### config.mk
export PLATFORM = sky130hd
export DESIGN_NAME = text_ram
export DESIGN_NICKNAME = d
export VERILOG_FILES = /design/src/rtl/text_buffer_pkg.sv /design/src/rtl/text_buffer_ram.sv
export SDC_FILE = /design/constraint.sdc
export NUM_CORES = 1
export LEC_CHECK = 0
export CAP_MARGIN = 25
export CORE_MARGIN = 1.5
export CORE_UTILIZATION = 41
export DETAILED_ROUTE_END_ITERATION = 16
export GPL_TIMING_DRIVEN = 1
export SLEW_MARGIN = 20
export SYNTH_ARGS = -nofsm -noshare
export SYNTH_HDL_FRONTEND = slang
export SYNTH_SLANG_ARGS = --single-unit
### constraint.sdc
create_clock -name clk -period 8 [get_ports clk]
set_input_delay 1.6 -clock clk [delete_from_list [all_inputs] [get_ports clk]]
set_output_delay 1.6 -clock clk [all_outputs]
set_load 0.02 [all_outputs]
### src/rtl/text_buffer_pkg.sv
// Shared constants, types and helpers for the text_buffer frame store.
package text_pkg;

    // Grid geometry and on-screen placement
    localparam int unsigned COLS   = 32;
    localparam int unsigned ROWS   = 4;
    localparam int unsigned X0     = 192;
    localparam int unsigned Y0     = 208;
    localparam int unsigned CELL_W = 8;
    localparam int unsigned CELL_H = 16;
    localparam int unsigned CELLS  = COLS * ROWS;
    localparam int unsigned ADDR_W = $clog2(CELLS);
    localparam int unsigned CHAR_W = 8;
    localparam int unsigned PIX_W  = 10;

    // Character codes with special meaning
    localparam logic [CHAR_W-1:0] CHAR_SPACE  = 8'h20;
    localparam logic [CHAR_W-1:0] CHAR_BS     = 8'h08;
    localparam logic [CHAR_W-1:0] CHAR_DEL    = 8'h7F;
    localparam logic [CHAR_W-1:0] CHAR_CR     = 8'h0D;
    localparam logic [CHAR_W-1:0] CHAR_CURSOR = 8'h5F;

    typedef enum logic {
        CLEAR = 1'b0,
        IDLE  = 1'b1
    } state_t;

    typedef enum logic [1:0] {
        BYTE_PRINT,
        BYTE_BS,
        BYTE_CR,
        BYTE_IGNORE
    } byte_kind_t;

    // RAM write request
    typedef struct packed {
        logic              we;
        logic [ADDR_W-1:0] addr;
        logic [CHAR_W-1:0] data;
    } ram_wr_t;

    // Sort a received byte into the action it triggers
    function automatic byte_kind_t classify(input logic [CHAR_W-1:0] b);
        byte_kind_t k;
        if (b == CHAR_BS || b == CHAR_DEL) begin
            k = BYTE_BS;
        end else if (b == CHAR_CR) begin
            k = BYTE_CR;
        end else if (b >= CHAR_SPACE) begin
            k = BYTE_PRINT;
        end else begin
            k = BYTE_IGNORE;
        end
        return k;
    endfunction

endpackage

### src/rtl/text_buffer_ram.sv
// 128x8 character store: one write port, one registered read port, no reset.
// A read of the cell being written returns the previous contents.
module text_ram
    import text_pkg::*;
(
    input  logic              clk,
    input  ram_wr_t           wr,
    input  logic [ADDR_W-1:0] rd_addr,
    output logic [CHAR_W-1:0] rd_data
);

    logic [CHAR_W-1:0] mem [CELLS];

    // Write and read share the clock; read sees pre-write data
    always_ff @(posedge clk) begin
        if (wr.we) begin
            mem[wr.addr] <= wr.data;
        end
        rd_data <= mem[rd_addr];
    end

endmodule

**Yosys cells after proc, flatten, opt, wreduce, memory -nomap -nowiden**

Memories as Yosys holds them, arrays and structs flattened. A register that Yosys moved wholly into a read port is not among the register bits.
Index checks and enable logic that the tools add are counted.

- Memories: 1
- Output and inout port bits: 8
- Register bits after elaboration: 0
- Word-level logic and storage cells: 3
- RAM bits: 1024

- Mux-type cells: 2

Memories:

| memory | depth | width | rd ports | clocked after memory_dff | write ports | RTL line | source |
|---|---|---|---|---|---|---|---|
| mem | 128 | 8 | 1 | 1 | 1 | text_buffer_ram.sv:12 | `logic [CHAR_W-1:0] mem [CELLS];` |

Operators by type and width:

| cell | count |
|---|---|
| 1-bit two-way mux | 2 |

**Logic depth before layout (Yosys ltp)**

Gate-level depths: netlist of run 1.

- Depth in word-level cells: 2
- Mapped depth: 7

**Worst setup path before layout of run 1**

Ideal clock, no wire load.

- Path type: input-to-reg
- From: input rd_addr[0]
- To: register rd_data[0], read port of mem
- Stages: 6
- Required time: 7.879 ns
- Slack: 3.896 ns
- Arrival: 3.983 ns
- Library setup time: 0.121 ns
- Path through: clkbuf_1 > buf_1 > mux4_2 > mux4_2 > mux4_2 > mux2_2

RTL lines:

| item | RTL line | source |
|---|---|---|
| from (decl) | text_buffer_ram.sv:8 | `input logic [ADDR_W-1:0] rd_addr,` |
| to (decl) | text_buffer_ram.sv:9 | `output logic [CHAR_W-1:0] rd_data` |

==> impl_metrics.py, run 1 <==
metrics = {
    "sta": {
        "worst_hold_slack_ps": 1140,
        "fin_crit_ps": 4320,
        "skew_ps": 17.7,
        "slew_violations": 0,
        "slew_headroom": 0.296,
        "period_share": 0.541,
        "fin_tns_setup_ps": 0,
        "setup_viol": 0,
        "finalHoldViolCount": 0,
        "tightestPinTransition_ps": 1050,
        "max_freq_ghz": 0.231,
        "worst_slack_ps": 3680,
        "rsz0062_at_grt": "no",
    },
    "critical_path": {
        "crit_path_end_kind": "flip-flop",
        "worst_setup_path_start_kind": "input port",
        "crit_required_ps": 8530,
        "setup.worst_path.class": "input port to flip-flop",
        "cp_max_fo": 57,
        "cp.arrival_ps": 4850,
    },
    "route": {
        "drt_first_iter_violations": 1814,
        "wl_per_cell_um": 29.4,
        "via_per_inst": 5.70,
        "wl_mm": 90.5,
        "dr_total_vias": 17600,
        "ant_nets": 0,
        "drc_errors": 0,
        "firstDrtPassIters": 5,
    },
    "global_route": {
        "grt_max_degree": 107,
        "grt_usage": 0.188,
        "grt_pass1_vias": 18200,
        "grt_pass1_wl_mm": 133,
        "overflow": 0,
        "antenna_found_initial": 5,
    },
    "logic_synthesis": {
        "synth_cell_types": 17,
        "yosys_warnings": 0,
        "synth_top_area_frac": 0.775,
        "netlist_instances": 1635,
        "yosysSeqAreaShare": 0.779,
        "syn_nets": 1659,
        "synthesis.area_um2": 39700,
        "synthTopCellsByArea": "edfxtp_1 (78%), mux4_2 (19%), nor2_1 (1.2%)",
        "syn_avg_cell_area_um2": 24.3,
        "synth_seq_cells": 1032,
        "yosys.area.top_type": "edfxtp_1",
    },
    "finish": {
        "drive_above_1_share": 0.301,
        "fill_cells": 7648,
        "area_delta_synth_final_pct": 13.2,
        "final_nets": 1757,
        "n_antenna_cell": 0,
    },
    "clock_tree": {
        "cts.root.buffer_cell": "clkbuf_16",
        "numCtsBuffers": 101,
        "clock_latency_ps": 650,
        "post_cts_resized": 0,
        "cts_tree": "done",
        "clock-sinks": 1032,
        "htree_levels": 3,
        "clk_pin_slew_worst_paths_ps": 60,
        "cts.path.max_buffers": 3,
        "holdBufCountCts": 0,
        "post_cts_buffers": 0,
    },
    "die": {
        "num_rows": 113,
        "start_util": 0.416,
        "die_h_um": 314,
        "die_width_um": 314,
        "die_area_um2": 98600,
        "ios": 32,
        "fp.coreArea_um2": 95400,
    },
    "outcome": {
        "outcome": "completed",
    },
    "place": {
        "dp_hpwl_mm": 55.1,
        "pre_cts_slack_ps": 2890,
        "place.gp.congestion": 0.765,
        "numPortBuffers": 31,
    },
    "power_and_ir_drop": {
        "leakagePower_nw": 13.6,
        "p_per_area_nw_per_um2": 249,
        "p_total_mw": 11.2,
        "irDropWorstVdd_mv": 0.164,
    },
    "run": {
        "maxCapViolations": 0,
    },
    "min_path": {
        "hold_class": "flip-flop to flip-flop",
    },
}
-- cells in the mapped netlist --
| master | instances |
|---|---|
| buf_1 | 18 |
| buf_2 | 15 |
| buf_4 | 11 |
| buf_6 | 1 |
| clkbuf_1 | 44 |
| dfxtp_1 | 8 |
| edfxtp_1 | 1024 |
| mux2_2 | 8 |
| mux4_2 | 336 |
| nand2_1 | 14 |
| nand2b_1 | 2 |
| nand3_1 | 12 |
| nand4_1 | 3 |
| nor2_1 | 122 |
| nor2b_1 | 7 |
| nor3_1 | 9 |
| or3_1 | 1 |
-- per-stage QoR --
| stage | cell area (um2) | instances | util |
|---|---|---|---|
| after global routing | 44900 | 3082 | 0.470 |
| final | 44900 | 3082 | 0.470 |
| after global placement | 41500 | 2875 | 0.434 |
| after CTS | 44700 | 3068 | 0.469 |
| after detailed placement | 41500 | 2881 | 0.435 |
| after floorplan | 39700 | 1635 | - |
-- cell type report --
cell class | count | area (um2) | share of cell area
flip-flops and latches | 1032 | 30900 | 0.689
multi-input cells | 514 | 8370 | 0.187
clock buffers | 129 | 2720 | 0.0605
well taps | 1265 | 1580 | 0.0353
repair buffers | 84 | 795 | 0.0177
clock inverters | 58 | 513 | 0.0114
-- cell usage in the layout, fill, tap and decap left out --
cell and count:
clkbuf_16 105, buf_8 3, bufinv_16 9, inv_6 2, clkbuf_1 24, buf_16 1, buf_4 53, clkinv_8 2
buf_6 3, nor2b_1 7, nor3_2 3, clkdlybuf4s50_1 19, mux4_2 336, nand2b_1 2, nand2_1 14, nor2_1 120
nor3_1 6, nand4_1 3, nand3_1 12, mux2_2 8, dfxtp_1 8, edfxtp_1 1024, or3_1 1, clkinvlp_4 2
clkinv_1 30, buf_12 5, clkinv_2 13, nor2_2 2
-- flip-flops by register name, summed over array words and instances (netlist names) --
signal,cells
mem,1024
rd_data,8
-- logic make-up after synthesis --
kind of cell           after synthesis  synth area share
buffers and inverters               89            0.0101
DFF                               1032             0.779
muxes                              344             0.193
and+or+nand+nor                    170            0.0176
-- routing by layer --
layer | wire [um] | share of wire | vias to the layer above | global-route usage
li1 | - | - | 7227 | -
met1 | 38400 | 0.42 | 9620 | 0.266
met2 | 44800 | 0.50 | 594 | 0.306
met3 | 5560 | 0.061 | 111 | 0.0313
met4 | 1610 | 0.018 | 6 | 0.0439
met5 | 36 | 0.00040 | - | 0
-- report_power, final --
part | switching, mW | internal (mW)
combinational | 0.331 | 0.231
clock | 1.94 | 2.68
sequential | 0.0145 | 5.97
-- worst max-delay path: stages --
cell and delay [ps]:
buf_8 400, buf_16 350, buf_12 460, mux4_2 580, mux4_2 530, mux4_2 520, mux2_2 280
-- worst paths after layout --
kind	endpoint	slack (ps)	cells past startpoint	from
max	rd_data[0]	3680	7	rd_addr[0]
min	rd_data[6]	1140	4	mem[102][6]
max reg2reg	rd_data[1]	5590	4	mem[69][1]
min reg2reg	rd_data[6]	1140	4	mem[102][6]
Note: power is estimated with default switching activity, not from simulation.
==> run 2: changes to the inputs <==
==> constraint.sdc (replaced) <==
create_clock -name clk -period 3.5 [get_ports clk]
set_input_delay 0.7 -clock clk [delete_from_list [all_inputs] [get_ports clk]]
set_output_delay 0.7 -clock clk [all_outputs]
set_load 0.02 [all_outputs]
==> run 2 against run 1 <==
Net effect: non-clock buffer count rose by 168; final area rose by 3.8%; via count rose by 3.7%; core utilization rose by 1.8 points; global-route usage rose by 0.12 points; power rose by 130%; highest routed layer unchanged.
==> impl_metrics.py, run 2 (synthesis results as in run 1) <==
metrics = {
    "route": {
        "wl_met2_mm": 43.7,
        "drc_errors": 0,
        "wl_mm": 91.4,
        "wl_met1_mm": 38.8,
        "wl_per_cell_um": 28.1,
        "met3_length_mm": 7.15,
        "drt_first_iter_violations": 1969,
        "dr.max_layer_used": "met5",
        "dr_total_vias": 18200,
        "firstDrtPassIters": 5,
        "ant_nets": 0,
        "via_per_inst": 5.59,
    },
    "sta": {
        "rsz0062_at_grt": "no",
        "fin_crit_ps": 2800,
        "period_share": 0.801,
        "worst_hold_slack_ps": 467,
        "skew_ps": 32.2,
        "slew_headroom": 0.355,
        "slew_violations": 0,
        "max_freq_ghz": 0.357,
        "finalHoldViolCount": 0,
        "tightestPinTransition_ps": 964,
        "fin_tns_setup_ps": 0,
        "setup_viol": 0,
    },
    "finish": {
        "top_register": "mem",
        "instances_no_fill": 3256,
        "final_common_cell": "edfxtp_1",
        "final_nets": 1929,
        "largest_reg_flops": 1024,
        "top_regs": "mem x1024, rd_data x8",
        "area_delta_synth_final_pct": 17.5,
        "drive_above_1_share": 0.365,
        "final_cell_area_um2": 46600,
        "mostFrequentLayoutCells": "edfxtp_1 (1024), mux4_2 (336), buf_4 (202), nor2_1 (122), clkbuf_16 (105)",
    },
    "clock_tree": {
        "post_cts_resized": 0,
        "post_cts_buffers": 0,
        "htree_levels": 3,
        "cts.path.max_buffers": 3,
        "numCtsBuffers": 105,
        "clock-sinks": 1032,
        "holdBufCountCts": 0,
        "clock_latency_ps": 670,
        "cts_tree": "done",
        "cts.root.buffer_cell": "clkbuf_16",
        "clk_pin_slew_worst_paths_ps": 60,
    },
    "critical_path": {
        "crit_required_ps": 4040,
        "worst_setup_path_start_kind": "input port",
        "setup.worst_path.class": "input port to flip-flop",
        "cp.arrival_ps": 3340,
        "crit_path_end_kind": "flip-flop",
        "cp_max_fo": 14,
    },
    "die": {
        "die_width_um": 314,
        "die_area_um2": 98600,
        "start_util": 0.416,
        "num_rows": 113,
        "ios": 32,
        "fp.coreArea_um2": 95400,
        "die_h_um": 314,
    },
    "power_and_ir_drop": {
        "irDropWorstVdd_mv": 0.433,
        "p_per_area_nw_per_um2": 561,
        "p_total_mw": 26.2,
        "leakagePower_nw": 14.7,
    },
    "global_route": {
        "overflow": 0,
        "antenna_found_initial": 6,
        "grt_pass1_wl_mm": 133,
        "grt_pass1_vias": 18900,
        "grt_max_degree": 129,
        "grt_usage": 0.189,
    },
    "run": {
        "maxCapViolations": 0,
    },
    "place": {
        "placed_area_um2": 43100,
        "place_inst": 3062,
        "numPortBuffers": 31,
        "dp_hpwl_mm": 58.4,
        "place.gp.congestion": 0.786,
    },
    "outcome": {
        "outcome": "completed",
    },
    "min_path": {
        "hold_class": "input port to flip-flop",
    },
}
run 2: cell types whose count changed in the layout (fill, tap and decap cells not counted), moves of 4 or more:
cell	previous run	this run
clkbuf_1	24	20
buf_12	5	28
clkinv_1	30	21
buf_4	53	202
clkinv_2	13	20
bufinv_16	9	13
run 2: final timing paths:
kind               from    endpoint  slack, ps  cells after the start
max reg2reg   mem[4][5]  rd_data[5]       1030                      4
max          rd_addr[0]  rd_data[7]        700                      7
min               wr[4]  mem[19][4]        470                      1
min reg2reg  mem[34][6]  rd_data[6]       1160                      4
run 2: layout make-up:
cell class | instances | area (um2)
multi-input combinational | 514 | 8350
tap | 1265 | 1580
antenna | 3 | 7.51
clock inverter | 64 | 718
sequential | 1032 | 30900
timing repair buffer | 252 | 2320
fill | 7584 | 48800
clock buffer | 126 | 2720
run 2: power breakdown:
group / leakage [nW] / total (mW) / internal (mW) / switching, mW
registers: 9.27 / 13.7 / 13.6 / 0.0294
logic: 3.72 / 1.39 / 0.603 / 0.787
clock network: 1.68 / 11.1 / 6.49 / 4.60
run 2: layer usage:
metal  track usage  vias up
met2         0.293      659
met5             0        -
met3        0.0399      105
met1         0.274     9855
met4        0.0486        2
li1              -     7578
run 2: worst max-delay path, stage by stage:
cell	delay, ps
buf_8	240
buf_12	230
buf_4	270
mux4_2	560
mux4_2	550
mux4_2	470
mux2_2	280
run 2: stage by stage:
step                      utilization  worst slack [ps]
final                           0.488               697
after global routing            0.488               597
after CTS                       0.488               711
after detailed placement        0.452              22.9
after global placement          0.452              15.1
after floorplan                     -               296
==> run 3: changes to the inputs <==
==> constraint.sdc (replaced) <==
create_clock -name clk -period 2.4 [get_ports clk]
set_input_delay 0.48 -clock clk [delete_from_list [all_inputs] [get_ports clk]]
set_output_delay 0.48 -clock clk [all_outputs]
set_load 0.02 [all_outputs]
==> run 3 against run 2 <==
Net effect: the run now ends with negative setup slack left; global-route usage is 0.53 points higher; sequential power is 46% higher; register-to-register slack worse by 1100 ps; setup slack worse by 760 ps; final cell count is 1.7% higher; critical path depth stayed put; count of clock-buffer cells in the layout is 1 lower; clock skew is 1.8 ps lower; largest cell class unchanged; routed wire length is 2.5% higher; worst hold slack worse by 350 ps; sequential share of layout area is 1.0 points lower; power is 44% higher.
==> impl_metrics.py, run 3 (synthesis results as in run 1) <==
metrics = {
    "outcome": {
        "outcome": "finished, violations left",
        "violations": "negative setup slack",
    },
    "power_and_ir_drop": {
        "p_total_mw": 37.8,
        "irDropWorstVdd_mv": 0.544,
        "leakagePower_nw": 15.1,
        "p_per_area_nw_per_um2": 797,
    },
    "route": {
        "firstDrtPassIters": 5,
        "drt_first_iter_violations": 2186,
        "wl_per_cell_um": 28.3,
        "dr_total_vias": 18500,
        "ant_nets": 0,
        "drc_errors": 0,
        "via_per_inst": 5.57,
        "wl_mm": 93.7,
    },
    "sta": {
        "tightestPinTransition_ps": 778,
        "max_freq_ghz": 0.405,
        "fin_tns_setup_ps": -203,
        "slew_violations": 0,
        "rsz0062_at_grt": "yes",
        "finalHoldViolCount": 0,
        "worst_slack_ps": -66.8,
        "fin_crit_ps": 2470,
        "slew_headroom": 0.482,
        "period_share": 1.03,
        "setup_viol": 7,
        "skew_ps": 30.5,
    },
    "min_path": {
        "worstHoldStart": "wr[6]",
        "hold_class": "input port to flip-flop",
        "min_path_cells": 1,
        "min_to": "mem[21][6]",
    },
    "place": {
        "dp_hpwl_mm": 59.2,
        "place.gp.congestion": 0.886,
        "numPortBuffers": 31,
        "placed_area_um2": 43800,
        "place_inst": 3109,
    },
    "critical_path": {
        "cp.arrival_ps": 3010,
        "crit_path_end_kind": "flip-flop",
        "worst_setup_path_start_kind": "input port",
        "crit_required_ps": 2940,
        "startpoint": "rd_addr[0]",
        "cp_max_fo": 21,
        "r2r_end": "rd_data[4]",
        "setup.worst_path.class": "input port to flip-flop",
        "reg2regPathDepth": 4,
        "r2r_slack_ps": -30,
        "timing.rr.start": "mem[29][4]",
    },
    "clock_tree": {
        "clock-sinks": 1032,
        "numCtsBuffers": 102,
        "clock_latency_ps": 660,
        "cts.root.buffer_cell": "clkbuf_16",
        "cts_tree": "done",
        "htree_levels": 3,
        "cts.path.max_buffers": 3,
        "holdBufCountCts": 0,
        "clk_pin_slew_worst_paths_ps": 60,
    },
    "run": {
        "maxCapViolations": 0,
    },
    "finish": {
        "top_regs": "mem x1024, rd_data x8",
        "area_delta_synth_final_pct": 19.4,
        "drive_above_1_share": 0.383,
        "final_common_cell": "edfxtp_1",
        "largest_reg_flops": 1024,
        "final_cell_area_um2": 47400,
        "n_antenna_cell": 0,
        "fill_cells": 7471,
        "final_nets": 1988,
        "instances_no_fill": 3311,
        "mostFrequentLayoutCells": "edfxtp_1 (1024), mux4_2 (336), buf_4 (229), nor2_1 (122), clkbuf_16 (106)",
        "top_register": "mem",
    },
    "global_route": {
        "grt_usage": 0.194,
        "antenna_found_initial": 2,
        "grt_max_degree": 129,
        "grt_pass1_vias": 19300,
        "overflow": 0,
        "grt_pass1_wl_mm": 137,
    },
    "die": {
        "fp.coreArea_um2": 95400,
        "start_util": 0.416,
        "die_area_um2": 98600,
        "ios": 32,
        "num_rows": 113,
        "die_width_um": 314,
        "die_h_um": 314,
    },
}
==> run 3: cell types whose count changed in the layout (fill, tap and decap cells not counted), sizes merged <==
cell      previous run  this run
bufbuf               0         1
buf                233       293
clkinvlp             2         9
inv                  5         1
diode                3         0
bufinv              13        10
clkinv              44        41
==> run 3: stage by stage <==
stage	setup WS, ps	utilization	hold WS [ps]
after floorplan	-280	-	579
after CTS	-42.7	0.495	78.3
after global placement	-746	0.459	784
final	-66.8	0.496	116
after global routing	-65.3	0.496	99.6
after detailed placement	-763	0.459	798
==> run 3: repair_timing <==
action,CTS,global route
cloned,1,1
setup endpoints to repair,6,10
resized for setup,12,9
hold endpoints to repair,0,0
setup buffers,1,13
==> run 3: area by class of cell <==
| class | count | area [um2] | area share |
|---|---|---|---|
| Clock buffer | 125 | 2700 | 0.0571 |
| Clock inverter | 61 | 581 | 0.0123 |
| Multi-Input combinational cell | 514 | 8370 | 0.177 |
| Sequential cell | 1032 | 30900 | 0.653 |
| Tap cell | 1265 | 1580 | 0.0334 |
| Timing Repair Buffer | 314 | 3200 | 0.0677 |
==> run 3: worst max path at each step <==
stage / end / slack, ps / cells after the start
after detailed placement: rd_data[5] / -760 / 7
after CTS: rd_data[5] / -40 / 4
final: rd_data[4] / -70 / 7
after floorplan: rd_data[0] / -280 / 7
after global routing: rd_data[7] / -70 / 4
after global placement: rd_data[2] / -750 / 7
==> run 3: critical path: stages <==
cell	delay, ps
buf_8	120
buf_16	230
buf_4	180
mux4_2	540
mux4_2	560
mux4_2	570
mux2_2	300
==> run 3: power by group <==
group | switching, mW | internal (mW) | total, mW
clock | 6.56 | 9.06 | 15.6
combinational | 1.17 | 0.999 | 2.17
sequential | 0.0620 | 19.9 | 20.0
total | 7.79 | 30.0 | 37.8
==> run 3: metal layers <==
layer  GRT usage  up-vias  share of wire  routed length [um]
met1       0.275     9991           0.42               39600
met2       0.309      644           0.49               45400
met3      0.0395      128          0.069                6470
met5           0        -        0.00015                  14
met4      0.0506        2          0.023                2160
li1            -     7690              -                   -
==> patch: new RTL, config.mk and constraints of run 2 <==
Register the inputs `wr` and `rd_addr` before use. The logic sees them one clock later.
--- a/src/rtl/text_buffer_ram.sv
+++ b/src/rtl/text_buffer_ram.sv
@@ -10,12 +10,20 @@
 );
 
+    ram_wr_t wr_q;
+    logic [ADDR_W-1:0] rd_addr_q;
+
+    always_ff @(posedge clk) begin
+        wr_q      <= wr;
+        rd_addr_q <= rd_addr;
+    end
+
     logic [CHAR_W-1:0] mem [CELLS];
 
     // Write and read share the clock; read sees pre-write data
     always_ff @(posedge clk) begin
-        if (wr.we) begin
-            mem[wr.addr] <= wr.data;
+        if (wr_q.we) begin
+            mem[wr_q.addr] <= wr_q.data;
         end
-        rd_data <= mem[rd_addr];
+        rd_data <= mem[rd_addr_q];
     end
 
Function: changed (a bounded check fails within 4 cycles, from zero or initial values).
==> patch against run 2 <==
- via count is 0.27% lower
- clock power is 4% lower
- sequential cell count is 23 higher
- cell area is 0.51% lower
- total power is 0.83% lower
- worst hold slack better by 0.00054 ns
- largest power group unchanged
- routed wire length is 0.33% higher
- synthesized area is 1.2% higher
- core utilization is 0.96 points lower
- highest routed layer unchanged
- global-route usage hardly changed
- setup slack worse by 0.27 ns
==> patch: results (changes against run 2) <==
placedCellCount: 3020  # -1.4%
antenna_found_initial: 1  # -5
worst_clock_skew_ns: 0.02739  # -0.004854 ns
criticalPathCategory: "flop to flop"
power_frac_comb_pct: 4.5  # -0.8 points
critPathCapture: "mem[62][1]$_DFFE_PP_"
max_freq_mhz: 325.0  # -8.9%
power_leakage_uw: 0.01436  # -2.1%
post-dp-hpwl_mm: 57.01  # -2.4%
gp_congestion: 0.8119  # +3.2%
grt_use_met3_pct: 3.916  # -0.070 points
numCtsBuffers: 106  # +0.95%
seq_area_frac_synth_pct: 78.18  # +0.25 points
preCtsSetupSlack_ns: 0.3982  # +0.3754 ns
regToRegSetupSlack_ns: 0.42  # -0.61 ns
fillers: 7675  # +1.2%
grt_pass1_vias: 18810  # -0.62%
wl_met2_mm: 45.08  # +3.2%
grt_pass1_wl_mm: 134.2  # +0.65%
routedLengthMet1_mm: 38.97  # +0.39%
syn_nets: 1682  # +1.4%
avgRoutedWirePerCell_um: 28.48  # +1.4%
p_seq_share_pct: 54.4  # +2.1 points
outcome: "complete, no violations"
fin_nets: 1880  # -2.5%
grt_max_degree: 110  # -15%
path_max_fanout: 8  # -6
wl_met3_mm: 5.747  # -20%
vdd_ir_drop_max_mv: 0.3789  # -13%
gr-usage-all-layers_pct: 18.87  # about the same
postSynthAreaPerCell_um2: 24.20  # -0.24%
yosys-top-cells-count: "1,024 x edfxtp_1, 336 x mux4_2, 122 x nor2_1"
fin_hold_ws_ns: 0.4678  # +0.0005420 ns
fin_cells: 3220  # -1.1%
hold_start: "rd_addr[1]"
met1_usage_pct: 26.72  # -0.71 points
min_to: "rd_addr_q[1]$_DFF_P_"
placed_cell_area_um2: 43050  # -0.23%
drt-initial-drc-count: 1892  # -3.9%
crit_arrival_ns: 3.36  # +0.02 ns
num_vias: 18150  # -0.27%
powerSeq_uw: 14100  # +3%
reg_top3: "mem x1024, wr_q x16, rd_data x8"
synth.area.top_cells: "edfxtp_1 77%, mux4_2 19%, dfxtp_1 1.5%"
## patch: cell count changes in the layout (fill, tap and decap cells not counted), sizes merged
cell           before  now
clkinv             44   41
clkbuf            126  139
diode               3    2
dfxtp               8   31
buf               233  148
clkinvlp            2    7
clkdlybuf4s50      19   31
bufinv             13    2
## patch: kinds of logic (layout without fill, tap and decap cells)
group / after synthesis / in the layout / share of synthesized area (%)
buffers and inverters: 89 / 373 / 1.001
DFF: 1055 / 1055 / 78.18
muxes: 344 / 344 / 19.08
other: 0 / 2 / 0
and+or+nand+nor: 170 / 170 / 1.737
## patch: cell type report
cell class,count,area share [%]
Clock inverter,55,0.7824
Multi-Input combinational cell,514,18.01
Timing Repair Buffer,179,3.756
Sequential cell,1055,67.74
Clock buffer,139,6.254
Tap cell,1276,3.443
Antenna cell,2,0.01079
## patch: critical path, stage by stage (launching register included)
cell     delay (ns)
dfxtp_1        0.58
nor2b_1        0.30
nand3_1        0.59
buf_4          0.45
nor2_1         0.75
